--- src/rtl/prog_seq_if.sv ---
// Handshake bundle between the test harness / decoder and the program sequencer.
interface prog_seq_if #(
  parameter int unsigned L  = 10,
  parameter int unsigned CW = 16
);
  logic          start;
  logic [1:0]    prog_sel;
  logic          halt;
  logic          pc_init;
  logic [L-1:0]  start_addr;
  logic          pc_en;
  logic          busy;
  logic          done;
  logic          timeout;
  logic [CW-1:0] cycle_cnt;

  // Harness/decoder side: requests launches and flags halt.
  modport master (
    output start, prog_sel, halt,
    input  pc_init, start_addr, pc_en, busy, done, timeout, cycle_cnt
  );

  // Sequencer side.
  modport slave (
    input  start, prog_sel, halt,
    output pc_init, start_addr, pc_en, busy, done, timeout, cycle_cnt
  );
endinterface

--- src/rtl/prog_seq.sv ---
// Program sequencer: loads the PC with the selected program base, enables fetch while the
// program runs, and ends the run on halt or after TIMEOUT run cycles.
module prog_seq #(
  parameter int unsigned L       = 10,
  parameter int unsigned CW      = 16,
  parameter int unsigned BASE0   = 0,
  parameter int unsigned BASE1   = 128,
  parameter int unsigned BASE2   = 256,
  parameter int unsigned TIMEOUT = 4000
) (
  input logic       clk_i,
  input logic       rst_i,
  prog_seq_if.slave bus
);

  typedef enum logic [1:0] {StIdle, StLoad, StRun, StDone} state_e;

  localparam logic [CW-1:0] TimeoutCnt = CW'(TIMEOUT);

  state_e        state_q;
  logic          pc_init_q;
  logic          pc_en_q;
  logic          busy_q;
  logic          done_q;
  logic          timeout_q;
  logic [L-1:0]  start_addr_q;
  logic [CW-1:0] cycle_cnt_q;

  logic [L-1:0]  base_sel;
  logic [CW-1:0] cnt_inc;

  // Base address lookup for the requested program; index 3 is never used (rejected in idle).
  always_comb begin
    base_sel = L'(BASE0);
    case (bus.prog_sel)
      2'd1:    base_sel = L'(BASE1);
      2'd2:    base_sel = L'(BASE2);
      default: base_sel = L'(BASE0);
    endcase
  end

  assign cnt_inc = cycle_cnt_q + CW'(1);

  // Sequencer FSM; the Moore outputs are registered from the next state so they track state_q.
  always_ff @(posedge clk_i or posedge rst_i) begin
    if (rst_i) begin
      state_q      <= StIdle;
      pc_init_q    <= 1'b0;
      pc_en_q      <= 1'b0;
      busy_q       <= 1'b0;
      done_q       <= 1'b0;
      timeout_q    <= 1'b0;
      start_addr_q <= '0;
      cycle_cnt_q  <= '0;
    end else begin
      case (state_q)
        StIdle: begin
          if (bus.start && (bus.prog_sel != 2'd3)) begin
            start_addr_q <= base_sel;
            state_q      <= StLoad;
            pc_init_q    <= 1'b1;
            busy_q       <= 1'b1;
          end
        end
        StLoad: begin
          cycle_cnt_q <= '0;
          timeout_q   <= 1'b0;
          state_q     <= StRun;
          pc_init_q   <= 1'b0;
          pc_en_q     <= 1'b1;
        end
        StRun: begin
          cycle_cnt_q <= cnt_inc;
          if (bus.halt) begin
            state_q <= StDone;
            pc_en_q <= 1'b0;
            done_q  <= 1'b1;
          end else if (cnt_inc == TimeoutCnt) begin
            // Halt takes priority, so timeout is only flagged when halt is absent.
            timeout_q <= 1'b1;
            state_q   <= StDone;
            pc_en_q   <= 1'b0;
            done_q    <= 1'b1;
          end
        end
        StDone: begin
          state_q <= StIdle;
          done_q  <= 1'b0;
          busy_q  <= 1'b0;
        end
        default: begin
          state_q   <= StIdle;
          pc_init_q <= 1'b0;
          pc_en_q   <= 1'b0;
          busy_q    <= 1'b0;
          done_q    <= 1'b0;
        end
      endcase
    end
  end

  assign bus.pc_init    = pc_init_q;
  assign bus.start_addr = start_addr_q;
  assign bus.pc_en      = pc_en_q;
  assign bus.busy       = busy_q;
  assign bus.done       = done_q;
  assign bus.timeout    = timeout_q;
  assign bus.cycle_cnt  = cycle_cnt_q;

endmodule

--- src/flat_wrapper.sv ---
// flat-port wrapper written by rule: the top's interface ports become plain ports
module prog_seq_flat 
#(
  parameter int unsigned L       = 10,
  parameter int unsigned CW      = 16,
  parameter int unsigned BASE0   = 0,
  parameter int unsigned BASE1   = 128,
  parameter int unsigned BASE2   = 256,
  parameter int unsigned TIMEOUT = 4000
)
  (clk_i, rst_i, bus_start, bus_prog_sel, bus_halt, bus_pc_init, bus_start_addr, bus_pc_en, bus_busy, bus_done, bus_timeout, bus_cycle_cnt);
  prog_seq_if #(.L(L), .CW(CW)) bus_i ();
  input logic clk_i;
  input logic rst_i;
  input wire logic [$bits(bus_i.start)-1:0] bus_start;
  input wire logic [$bits(bus_i.prog_sel)-1:0] bus_prog_sel;
  input wire logic [$bits(bus_i.halt)-1:0] bus_halt;
  output wire logic [$bits(bus_i.pc_init)-1:0] bus_pc_init;
  output wire logic [$bits(bus_i.start_addr)-1:0] bus_start_addr;
  output wire logic [$bits(bus_i.pc_en)-1:0] bus_pc_en;
  output wire logic [$bits(bus_i.busy)-1:0] bus_busy;
  output wire logic [$bits(bus_i.done)-1:0] bus_done;
  output wire logic [$bits(bus_i.timeout)-1:0] bus_timeout;
  output wire logic [$bits(bus_i.cycle_cnt)-1:0] bus_cycle_cnt;
  assign bus_i.start = bus_start;
  assign bus_i.prog_sel = bus_prog_sel;
  assign bus_i.halt = bus_halt;
  assign bus_pc_init = bus_i.pc_init;
  assign bus_start_addr = bus_i.start_addr;
  assign bus_pc_en = bus_i.pc_en;
  assign bus_busy = bus_i.busy;
  assign bus_done = bus_i.done;
  assign bus_timeout = bus_i.timeout;
  assign bus_cycle_cnt = bus_i.cycle_cnt;
  prog_seq #(.L(L), .CW(CW), .BASE0(BASE0), .BASE1(BASE1), .BASE2(BASE2), .TIMEOUT(TIMEOUT)) u_core (.clk_i(clk_i), .rst_i(rst_i), .bus(bus_i));
endmodule
--- config.mk ---
export PLATFORM = sky130hd
export DESIGN_NAME = prog_seq_flat
export DESIGN_NICKNAME = d
export VERILOG_FILES = /design/src/rtl/prog_seq_if.sv /design/src/rtl/prog_seq.sv /design/src/flat_wrapper.sv
export SDC_FILE = /design/constraint.sdc
export NUM_CORES = 1
export LEC_CHECK = 0
export ABC_AREA = 1
export BUFFER_PORTS_ARGS = -buffer_cell sky130_fd_sc_hd__buf_2
export CORE_MARGIN = 2
export CORE_UTILIZATION = 58
export DETAILED_ROUTE_END_ITERATION = 7
export PLACE_DENSITY = 0.84
export SLEW_MARGIN = 10
export SYNTH_ARGS = -nofsm -noshare
export SYNTH_HDL_FRONTEND = slang
export SYNTH_SLANG_ARGS = --single-unit
export TNS_END_PERCENT = 100
--- constraint.sdc ---
create_clock -name clk_i -period 4.26 [get_ports clk_i]
set_input_delay 0.426 -clock clk_i [delete_from_list [all_inputs] [get_ports clk_i]]
set_output_delay 0.426 -clock clk_i [all_outputs]
set_load 0.05 [all_outputs]
# [After elaboration in Yosys (flattened, before gate mapping)]
# Cells that the tools add are included.
[classes] add_sub_neg=1 eq_ne=11 muxes=17 reduce_logical=13
[ops] op="$pmux W16 S2" count=1
[ops] op="$pmux W9 S2" count=1
[ops] op="$add A16 B1 Y16 const B" count=1
[ops] op="$eq A16 B12 Y1 const B" count=1
[ops] op="$reduce_and A2 Y1" count=6
[ops] op="$pmux W1 S2" count=5
[ops] op="$pmux W2 S4" count=1
[ops] op="$reduce_bool A2 Y1" count=4
[ops] op="$eq A2 B2 Y1 const B" count=3
[ops] op="$mux W1" count=6
[ops] op="$mux W2" count=3
[ops] op="$eq A2 B1 Y1 const B" count=2
[ops] op="$ne A2 B1 Y1 const B" count=2
[ops] op="$ne A2 B2 Y1 const B" count=2
[ops] op="$ne A3 B2 Y1 const B" count=1
[ops] op="$reduce_and A3 Y1" count=1
[ops] op="$logic_not A2 Y1" count=1
[ops] op="$logic_and A1 B1 Y1" count=1
[word_totals] regBits=33 input_bits=6 output_inout_bits=31 wordCells=50

# [Longest topological paths before layout]
# Gate-level depths: netlist (run 1).
[depth] word_depth=5 mapped_depth=13

# [Worst setup path before layout (run 1)]
# No wires, ideal clock.
[synth_path] path_kind="reg-to-reg" from="register u_core.cycle_cnt_q[0] (netlist: u_core.bus.cycle_cnt[0])" to="register u_core.done_q (netlist: u_core.bus.done)" setup_time_ns=0.119 t_arrival_ns=1.957 path_slack_ns=2.184 stages_incl_launch_ff=13 period_less_slack_ns=2.076 cell_sequence="dfrtp_1 ha_1 nand3_2 nor2_4 nand2_1 nand2_1 nand4_1 nor2_1 nand3_2 nand2_4 nand2_1 nand2_1 nand2_1"
[synth_via] elab_chain_cells=4
[synth_rtl] element="start: declaration" line="prog_seq.sv:27" rtl="logic [CW-1:0] cycle_cnt_q;"
[synth_rtl] element="start signal: assignment" line="prog_seq.sv:73" rtl="cycle_cnt_q <= cnt_inc;"
[synth_rtl] element="$add A16 B1 Y16" line="prog_seq.sv:42" rtl="assign cnt_inc = cycle_cnt_q + CW'(1);"
[synth_rtl] element="$eq A16 B12 Y1" line="prog_seq.sv:78" rtl="end else if (cnt_inc == TimeoutCnt) begin"
[synth_rtl] element="$ne A3 B2 Y1 (no line)"
[synth_rtl] element="$reduce_and A2 Y1 (no line)"
[synth_rtl] element="end signal: assignment" line="prog_seq.sv:51" rtl="done_q <= 1'b0;"
[synth_rtl] element="end signal: assignment" line="prog_seq.sv:77" rtl="done_q <= 1'b1;"
[synth_rtl] element="end signal: assignment" line="prog_seq.sv:83" rtl="done_q <= 1'b1;"
[synth_rtl] element="end: declaration" line="prog_seq.sv:24" rtl="logic done_q;"
# No other way between the ends.
# A chain may end at the register's enable or synchronous reset.

# [Final worst setup path (run 1)]
[layout_path] from="register u_core.state_q[0]" to="register u_core.cycle_cnt_q[13] (netlist: u_core.bus.cycle_cnt[13])"
[layout_via] elab_chain_cells=2 elab_cells_between_ends=4
[layout_rtl] element="start: declaration" line="prog_seq.sv:20" rtl="state_e state_q;"
[layout_rtl] element="start signal: assignment" line="prog_seq.sv:47" rtl="state_q <= StIdle;"
[layout_rtl] element="start signal: assignment" line="prog_seq.sv:60" rtl="state_q <= StLoad;"
[layout_rtl] element="start signal: assignment" line="prog_seq.sv:68" rtl="state_q <= StRun;"
[layout_rtl] element="$eq A2 B2 Y1 or $eq A2 B1 Y1 (tied branches)" line="prog_seq.sv:56" rtl="case (state_q)"
[layout_rtl] element="$pmux W16 S2 or $reduce_bool A2 Y1 (tied branches)"
# Several ways; a longest one is shown, not always the timed one.

==> results.yml, run 1 <==
run_status:
  status: "finished clean"
clocking:
  cts_root_buffer: "clkbuf_4"
  clkLatencyLatePin_ns: 0.33
  cts_resized: 0
  clk_pin_slew_ns: 0.14
  htree_levels: 1
  cts_hold_buffers: 0
  cts_tree: "built"
  cts_buffer_depth: 2
  cts_made_buffers: 3
  clock-sinks: 25
  postCtsSetupBuffers: 0
pwr:
  finalPower_uw: 919
  p_leak_uw: 0.000904
  p_per_area_mw_per_mm2: 502
  vdd_drop_max_uv: 580
yosys:
  synth_area_sq_mm: 0.00167
  avgSynthCellArea_sq_um: 7.21
  ys_seq_area_share_pct: 37.4
  synthMostInstantiatedCell: "nand2_1"
  synth_top_cells_by_count: "nand2_1, inv_1, nand3_1"
  post_synth_num_cell_types: 26
  yosys.area.top_type: "dfrtp_1"
  synthAdderAreaFrac_pct: 5.24
  synth_mux_area_share_pct: 0
  synth_top_family_by_area: "simple AND/OR/NAND/NOR gates"
  synth-xor-area-share_pct: 0
  synth_compound_area_share_pct: 9.35
  synth_edf_count: 0
  synth-seq-cells: 25
  synthCells: 232
  ys_top_cells_by_area: "dfrtp_1, nand2_1, nand3_1"
  synth-simple-area-share_pct: 36.1
  yosysTopAreaCellShare_pct: 37.4
  synth-async-reset-ratio_pct: 100
  yosys_warnings: 0
  synthFlopType: "dfrtp_1"
worst_setup_path:
  r2r-end: "u_core.bus.cycle_cnt[13]$_DFFE_PP0P_"
  cp_max_fo: 24
  worstReg2RegStart: "u_core.state_q[0]$_DFFE_PP0P_"
  path_class: "register to register"
  worstPathArrival_ns: 2.34
  timing.critical_path.required_ns: 4.52
  start_kind: "register"
  ff2ff_setup_slack_ns: 2.18
  crit_path_end_kind: "register"
  worstRegToRegCells: 5
finish:
  final_cells: 290
  nFillCells: 230
  finalInstanceArea_sq_mm: 0.00183
  drive_gt1_share_pct: 18.5
  nNetsFinal: 273
  area_growth_pct: 9.35
  insertedDiodeCount: 0
floorplanning:
  rows: 19
  dieHeight_microns: 57.7
  die-area_sq_mm: 0.00333
  start_util_pct: 60.7
  pin_count: 37
  die_width_microns: 57.7
  core_sq_mm: 0.00276
detailed_routing:
  remaining_drc_errors: 0
  post_drt_via_cell_ratio: 5.36
  vias: 1553
  drtPass1Iterations: 4
  avgRoutedWirePerCell_microns: 11.9
  drt-total-wl_microns: 3440
  drt_iter0_markers: 57
  ant_nets: 0
timing:
  setup-tns-final_ns: 0
  rsz0062_at_grt: "false"
  worst_pin_slew_ns: 0.938
  fin_crit_ns: 2.08
  setup_violations: 0
  fmax_mhz: 481
  worst_hold_slack_ns: 0.264
  drv_slew: 0
  hold_viol_final: 0
  finalCritPeriodShare_pct: 48.8
  slew_headroom_pct: 37.4
  skew_ns: 0.00161
hold_path:
  holdPathEnd: "u_core.bus.start_addr[8]$_DFFE_PP0P_"
  min_from: "bus_prog_sel[0]"
  hold_path_class: "primary input to register"
  worstHoldPathCells: 2
global_routing:
  antenna_found_initial: 0
  grtUsageTotal_pct: 22.0
  grt-ovfl-total: 0
  grt_pass1_wl_microns: 5870
  grt_pass1_vias: 1441
  grt_max_degree: 26
placement:
  placed_cell_area_sq_mm: 0.00180
  dp_cells: 286
  dpl.hpwl_microns: 2640
  gp_congestion: 0.904
  port_buffers: 28
run:
  maxCapViolations: 0
worst max-delay path: stages, from the launching register on:
cell and delay [ns]:
dfrtp_1 0.43, inv_1 0.10, ha_1 0.74, nand2_1 0.41, a21oi_1 0.21, o21bai_1 0.12
kinds of logic (layout without fill, tap and decap cells):
| group | Yosys count | after routing |
|---|---|---|
| AO/OA/AOI/OAI | 26 | 26 |
| adder cells (fa/ha/maj) | 7 | 7 |
| buffers and inverters | 43 | 63 |
| flip-flops | 25 | 25 |
| other | 1 | 8 |
| AND/OR/NAND/NOR | 130 | 130 |
final cells by class:
cell class | instances | area (sq um) | area share [%]
repair buffers | 28 | 140 | 7.66
multi-input cells | 171 | 878 | 48.0
well taps | 31 | 38.8 | 2.12
inverters | 31 | 116 | 6.36
clock inverters | 1 | 7.51 | 0.410
flip-flops and latches | 25 | 626 | 34.2
clock buffers | 3 | 22.5 | 1.23
power breakdown:
| group | leakage [uW] | total [uW] | internal (uW) | switching (uW) |
|---|---|---|---|---|
| clock network | 0.0000139 | 112 | 36.0 | 75.8 |
| logic | 0.000557 | 485 | 117 | 367 |
| registers | 0.000334 | 323 | 286 | 36.6 |
| total | 0.000904 | 919 | 439 | 480 |
flip-flops by register name (all words and copies together) (netlist names):
register,count
u_core.bus.cycle_cnt,16
u_core.bus.start_addr,2
u_core.state_q,2
u_core.bus.busy,1
u_core.bus.done,1
u_core.bus.pc_en,1
u_core.bus.pc_init,1
u_core.bus.timeout,1
how the worst max path moves through the flow:
stage | slack [ns] | start | cells after the start | end
2_1_floorplan | 2.18 | u_core.bus.cycle_cnt[0]$_DFFE_PP0P_ | 12 | u_core.bus.done$_DFFE_PP0P_
6_report | 2.18 | u_core.state_q[0]$_DFFE_PP0P_ | 5 | u_core.bus.cycle_cnt[13]$_DFFE_PP0P_
4_1_cts | 2.17 | u_core.state_q[0]$_DFFE_PP0P_ | 5 | u_core.bus.cycle_cnt[13]$_DFFE_PP0P_
3_3_place_gp | 2.26 | u_core.state_q[0]$_DFFE_PP0P_ | 5 | u_core.bus.cycle_cnt[13]$_DFFE_PP0P_
5_1_grt | 1.98 | u_core.state_q[0]$_DFFE_PP0P_ | 5 | u_core.bus.cycle_cnt[13]$_DFFE_PP0P_
3_5_place_dp | 2.24 | u_core.state_q[1]$_DFFE_PP0P_ | 5 | u_core.bus.cycle_cnt[13]$_DFFE_PP0P_
per-layer routing:
metal / vias up / routed length (microns) / track usage (%)
met3: 7 / 187 / 4.69
li1: 791 / - / -
met4: 0 / 62 / 5.98
met5: - / 0 / 0
met1: 703 / 1510 / 28.1
met2: 52 / 1670 / 38.0
layout by cell type, fill, tap and decap left out, drive strengths merged:
master	count
clkinvlp	1
nand3	28
nand2	70
and2	1
a21oi	3
o21ai	10
nand4	8
clkbuf	3
o21bai	1
conb	8
a22oi	2
o31ai	2
buf	28
o22ai	8
nor2	22
inv	31
or2	1
dfrtp	25
ha	7
stage by stage:
step,setup WS [ns],utilization (%)
3_3_place_gp,2.26,65.2
2_1_floorplan,2.18,-
6_report,2.18,66.3
5_1_grt,1.98,66.3
4_1_cts,2.17,66.3
3_5_place_dp,2.24,65.2
No activity file was read; power rests on OpenSTA's default activity.
==> run 2: changes to the inputs <==
Settings changed: CORE_UTILIZATION 58 to 49, PLACE_DENSITY 0.84 to 0.75.
Clock period 4.26 ns to 1.8 ns, I/O delays scaled along.
==> run 2 against run 1 <==
Clock power up 130%. Design area rose by 9.4%. Routed wire length rose by 16%. First-iteration DRC count rose to 2.9 times the previous value. Combinational power grew to 2.6 times the previous value. Critical endpoint is now u_core.state_q[1]$_DFFE_PP0P_. Utilization down 5.9 points. Via count grew 6.8%. Critical path type unchanged. Final cell count up 9.0%. Sequential power up 140%. Largest cell class unchanged. Highest routed layer unchanged. Clock-buffer cell count rose by 1. Clock skew grew 0.011 ns.
==> results.yml, run 2 (synthesis results as in run 1) <==
timing:
  skew_ns: 0.0124
  rsz0062_at_grt: "true"
  finalCritPeriodShare_pct: 99.7
  setup_violations: 0
  hold_viol_final: 0
  fmax_mhz: 557
  setup-tns-final_ns: 0
  drv_slew: 0
  fin_crit_ns: 1.80
clocking:
  clock-sinks: 25
  clkLatencyLatePin_ns: 0.33
  cts_made_buffers: 3
  cts_root_buffer: "clkbuf_4"
  cts_tree: "built"
  cts_buffer_depth: 2
  htree_levels: 1
  clk_pin_slew_ns: 0.14
worst_setup_path:
  worstRegToRegCells: 11
  crit_path_end_kind: "register"
  path_class: "register to register"
  start_kind: "register"
  ff2ff_setup_slack_ns: 0.005
  r2r-end: "u_core.state_q[1]$_DFFE_PP0P_"
  cp_max_fo: 7
  worstPathArrival_ns: 2.03
  worstReg2RegStart: "u_core.bus.cycle_cnt[0]$_DFFE_PP0P_"
  timing.critical_path.required_ns: 2.03
pwr:
  finalPower_uw: 2320
  p_per_area_mw_per_mm2: 1160
  p_leak_uw: 0.000971
  vdd_drop_max_uv: 1130
run:
  maxCapViolations: 0
finish:
  drive_gt1_share_pct: 27.0
  final_common_cell: "nand2_1"
  largest_reg_flops: 16
  nNetsFinal: 284
  area_growth_pct: 19.6
  insertedDiodeCount: 0
  final_cells: 316
  most-common-layout-cells: "nand2_1, inv_1, buf_2"
detailed_routing:
  avgRoutedWirePerCell_microns: 12.6
  drtPass1Iterations: 4
  post_drt_via_cell_ratio: 5.25
  vias: 1658
  ant_nets: 0
  drt_iter0_markers: 166
  drt-total-wl_microns: 3990
  remaining_drc_errors: 0
hold_path:
  hold_path_class: "primary input to register"
  min_from: "bus_prog_sel[1]"
  worstHoldPathCells: 2
  holdPathEnd: "u_core.bus.start_addr[7]$_DFFE_PP0P_"
global_routing:
  grt_pass1_wl_microns: 6680
  grt_max_degree: 26
  antenna_found_initial: 0
  grt_pass1_vias: 1549
  grtUsageTotal_pct: 21.2
  grt-ovfl-total: 0
floorplanning:
  die-area_sq_mm: 0.00390
  die_width_microns: 62.4
  pin_count: 37
  start_util_pct: 50.5
  rows: 21
  dieHeight_microns: 62.4
  core_sq_mm: 0.00331
placement:
  dp_cells: 307
  port_buffers: 28
  dpl.hpwl_microns: 2890
  gp_congestion: 0.962
run_status:
  status: "finished clean"
## run 2: area by class of cell
| cell class | count | area, sq um |
|---|---|---|
| clock buffer | 4 | 26.3 |
| fill | 325 | 1310 |
| inverter | 31 | 116 |
| multi-input combinational | 171 | 938 |
| sequential | 25 | 637 |
| tap | 46 | 57.6 |
| timing repair buffer | 39 | 225 |
## run 2: how the worst max path moves through the flow
stage                                              from                       endpoint  slack [ns]
finish              u_core.bus.cycle_cnt[0]$_DFFE_PP0P_  u_core.state_q[1]$_DFFE_PP0P_       0.005
global route        u_core.bus.cycle_cnt[0]$_DFFE_PP0P_  u_core.state_q[1]$_DFFE_PP0P_       -0.13
CTS                 u_core.bus.cycle_cnt[2]$_DFFE_PP0P_  u_core.state_q[1]$_DFFE_PP0P_        0.04
detailed placement  u_core.bus.cycle_cnt[2]$_DFFE_PP0P_  u_core.state_q[0]$_DFFE_PP0P_        0.07
global placement    u_core.bus.cycle_cnt[2]$_DFFE_PP0P_  u_core.state_q[1]$_DFFE_PP0P_        0.09
floorplan           u_core.bus.cycle_cnt[9]$_DFFE_PP0P_    u_core.bus.done$_DFFE_PP0P_       0.002
## run 2: metal layers
| layer | track usage, % | up-vias | routed length [microns] |
|---|---|---|---|
| li1 | - | 812 | - |
| met1 | 26.3 | 785 | 1780 |
| met2 | 36.4 | 52 | 1950 |
| met3 | 2.34 | 9 | 169 |
| met5 | 0 | - | 0 |
| met4 | 10.8 | 0 | 90 |
## run 2: critical path: stages, from the launching register on
cell     delay, ns
dfrtp_2       0.46
nand2_1       0.10
nor2_4        0.26
nand2_4       0.10
o21ai_4       0.16
nand3_2       0.11
nor2_2        0.12
nand3_2       0.09
nand2_4       0.12
nand2_4       0.06
nand2_2       0.06
nand2_1       0.05
## run 2: stage by stage
| stage | util, % | setup WS (ns) | hold slack [ns] | area [sq um] |
|---|---|---|---|---|
| final | 60.4 | 0.00465 | 0.0174 | 2000 |
| after global routing | 60.4 | -0.130 | 0.0145 | 2000 |
| after CTS | 58.3 | 0.0401 | 0.0140 | 1930 |
| after detailed placement | 57.2 | 0.0717 | 0.252 | 1890 |
| after global placement | 57.2 | 0.0926 | 0.243 | 1890 |
| after floorplan | - | 0.00246 | 0.207 | 1730 |
## run 2: timing repair
item | CTS | global route
gates resized for setup | 0 | 10
hold buffers | 1 | 0
buffers inserted | 0 | 4
hold endpoints to repair | 25 | 0
setup endpoints to repair | 0 | 5
## run 2: power by group
| group | switching, uW | leakage (uW) | internal (uW) |
|---|---|---|---|
| clock | 173 | 0.0000150 | 87.1 |
| combinational | 913 | 0.000637 | 363 |
| sequential | 103 | 0.000319 | 681 |
| total | 1190 | 0.000971 | 1130 |
==> run 3: changes to the inputs <==
Settings changed: CELL_PAD_IN_SITES_DETAIL_PLACEMENT from default to 1, CELL_PAD_IN_SITES_GLOBAL_PLACEMENT from default to 2, CORE_UTILIZATION 49 to 27.
==> run 3 against run 2 <==
Global-route usage decreased by 4.9 points. Non-clock buffer count increased by 9. Largest cell class unchanged. Die area increased by 76%. Critical endpoint is now u_core.state_q[0]$_DFFE_PP0P_. Utilization decreased by 24 points. Register-to-register slack about the same. Worst hold slack improved by 0.067 ns.
==> results.yml, run 3 (synthesis results as in run 1) <==
run_status:
  status: "finished clean"
worst_setup_path:
  path_class: "register to register"
  start_kind: "register"
  path_cells: "buf_6, nand2_2, nor2_4, nand2_2, o21ai_2, nand3_2, nor2_2, nand3_2, nand2_4, nand2_2, nand2_1, nand2_1"
  worstPathArrival_ns: 1.97
  crit_path_end_kind: "register"
  crit_top_cell: "nand2_2"
  max_stage_delay_ns: 0.43
  crit_buf_inv: 1
  cp_max_fo: 7
  cp_top_family: "simple AND/OR/NAND/NOR gates"
  slowest_stage: "dfrtp_2"
  timing.critical_path.required_ns: 1.97
floorplanning:
  start_util_pct: 28.1
  rows: 28
  core_sq_mm: 0.00596
  die-area_sq_mm: 0.00684
  pin_count: 37
  dieHeight_microns: 82.7
  die_width_microns: 82.7
clocking:
  cts_tree: "built"
  clk_pin_slew_ns: 0.09
  cts_root_buffer: "clkbuf_8"
  clkLatencyLatePin_ns: 0.28
  clock-sinks: 25
  cts_buffer_depth: 2
  htree_levels: 1
  cts_made_buffers: 3
hold_path:
  hold_path_class: "primary input to register"
global_routing:
  grt_max_degree: 26
  grt-ovfl-total: 0
  grt_pass1_wl_microns: 8470
  antenna_found_initial: 0
  grt_pass1_vias: 1702
  grtUsageTotal_pct: 16.3
pwr:
  p_per_area_mw_per_mm2: 1170
  p_leak_uw: 0.000998
  vdd_drop_max_uv: 798
  finalPower_uw: 2520
placement:
  dpl.hpwl_microns: 3750
  pre_cts_ws_ns: -0.0615
  port_buffers: 28
  gp_congestion: 0.804
  dp_cells: 339
timing:
  fmax_mhz: 556
  setup-tns-final_ns: 0
  drv_slew: 0
  timing.final.ws_setup_ns: 0.00174
  rsz0062_at_grt: "true"
  fin_crit_ns: 1.80
  hold_viol_final: 0
  skew_ns: 0.00413
  finalCritPeriodShare_pct: 99.9
  setup_violations: 0
finish:
  drive_gt1_share_pct: 35.1
  largest_reg_flops: 16
  multi_input_area_sq_um: 972
  final_cells: 354
  most-common-layout-cells: "nand2_1, inv_1, buf_2"
  register_area_sq_um: 638
  final_common_cell: "nand2_1"
  insertedDiodeCount: 0
  nFillCells: 766
  nNetsFinal: 293
  area_growth_pct: 29.4
detailed_routing:
  drtPass1Iterations: 4
  vias: 1693
  drt_iter0_markers: 70
  remaining_drc_errors: 0
  ant_nets: 0
  avgRoutedWirePerCell_microns: 14.2
  drt-total-wl_microns: 5020
  post_drt_via_cell_ratio: 4.78
run:
  maxCapViolations: 0
-- run 3: cell count changes in the layout (fill, tap and decap cells not counted), sizes merged --
cell | previous run | this run
buf | 38 | 47
-- run 3: final timing paths --
kind | from | end | slack (ns) | depth (start not counted)
worst min-delay path | bus_prog_sel[0] | u_core.bus.start_addr[8]$_DFFE_PP0P_ | 0.08 | 2
worst min register to register | u_core.bus.start_addr[8]$_DFFE_PP0P_ | u_core.bus.start_addr[8]$_DFFE_PP0P_ | 0.49 | 2
max in group asynchronous | rst_i | u_core.bus.cycle_cnt[11]$_DFFE_PP0P_ | 1.01 | 4
worst max register to register | u_core.bus.cycle_cnt[1]$_DFFE_PP0P_ | u_core.state_q[0]$_DFFE_PP0P_ | 0.002 | 12
min in group asynchronous | rst_i | u_core.bus.start_addr[8]$_DFFE_PP0P_ | 0.50 | 4
worst max-delay path | u_core.bus.cycle_cnt[1]$_DFFE_PP0P_ | u_core.state_q[0]$_DFFE_PP0P_ | 0.002 | 12
-- run 3: report_power, final --
group,internal (uW),switching [uW]
combinational,428,968
sequential,681,93.4
clock,159,195
-- run 3: repair_timing --
item	in CTS	in global routing
pin swaps	11	16
hold endpoints to repair	25	0
setup buffers	7	3
endpoints found under the setup margin	4	5
hold buffers	1	0
gates resized for setup	7	19
-- run 3: worst reg2reg max path: stages (launching register included) --
cell and delay [ns]:
dfrtp_2 0.43, buf_6 0.12, nand2_2 0.06, nor2_4 0.20, nand2_2 0.12, o21ai_2 0.21, nand3_2 0.09, nor2_2 0.12
nand3_2 0.09, nand2_4 0.10, nand2_2 0.06, nand2_1 0.06, nand2_1 0.04
-- run 3: area by class of cell --
class | instances | share of cell area, %
clock buffers | 4 | 2.08
inverters | 31 | 5.49
multi-input cells | 171 | 44.9
flip-flops and latches | 25 | 29.5
well taps | 75 | 4.34
repair buffers | 48 | 13.7
-- run 3: per-layer routing --
metal,routed length (microns),GRT usage [%],up-vias
met4,34,3.44,0
li1,-,-,832
met3,195,2.17,4
met2,2430,27.7,31
met5,0,0,-
met1,2360,22.1,826
-- run 3: stage by stage --
step | area (sq um) | utilization [%] | hold WS, ns
final | 2160 | 36.3 | 0.0847
after global routing | 2160 | 36.3 | 0.0976
after CTS | 2080 | 34.9 | 0.0779
after detailed placement | 1950 | 32.8 | 0.272
after global placement | 1950 | 32.8 | 0.264
after floorplan | 1730 | - | 0.207
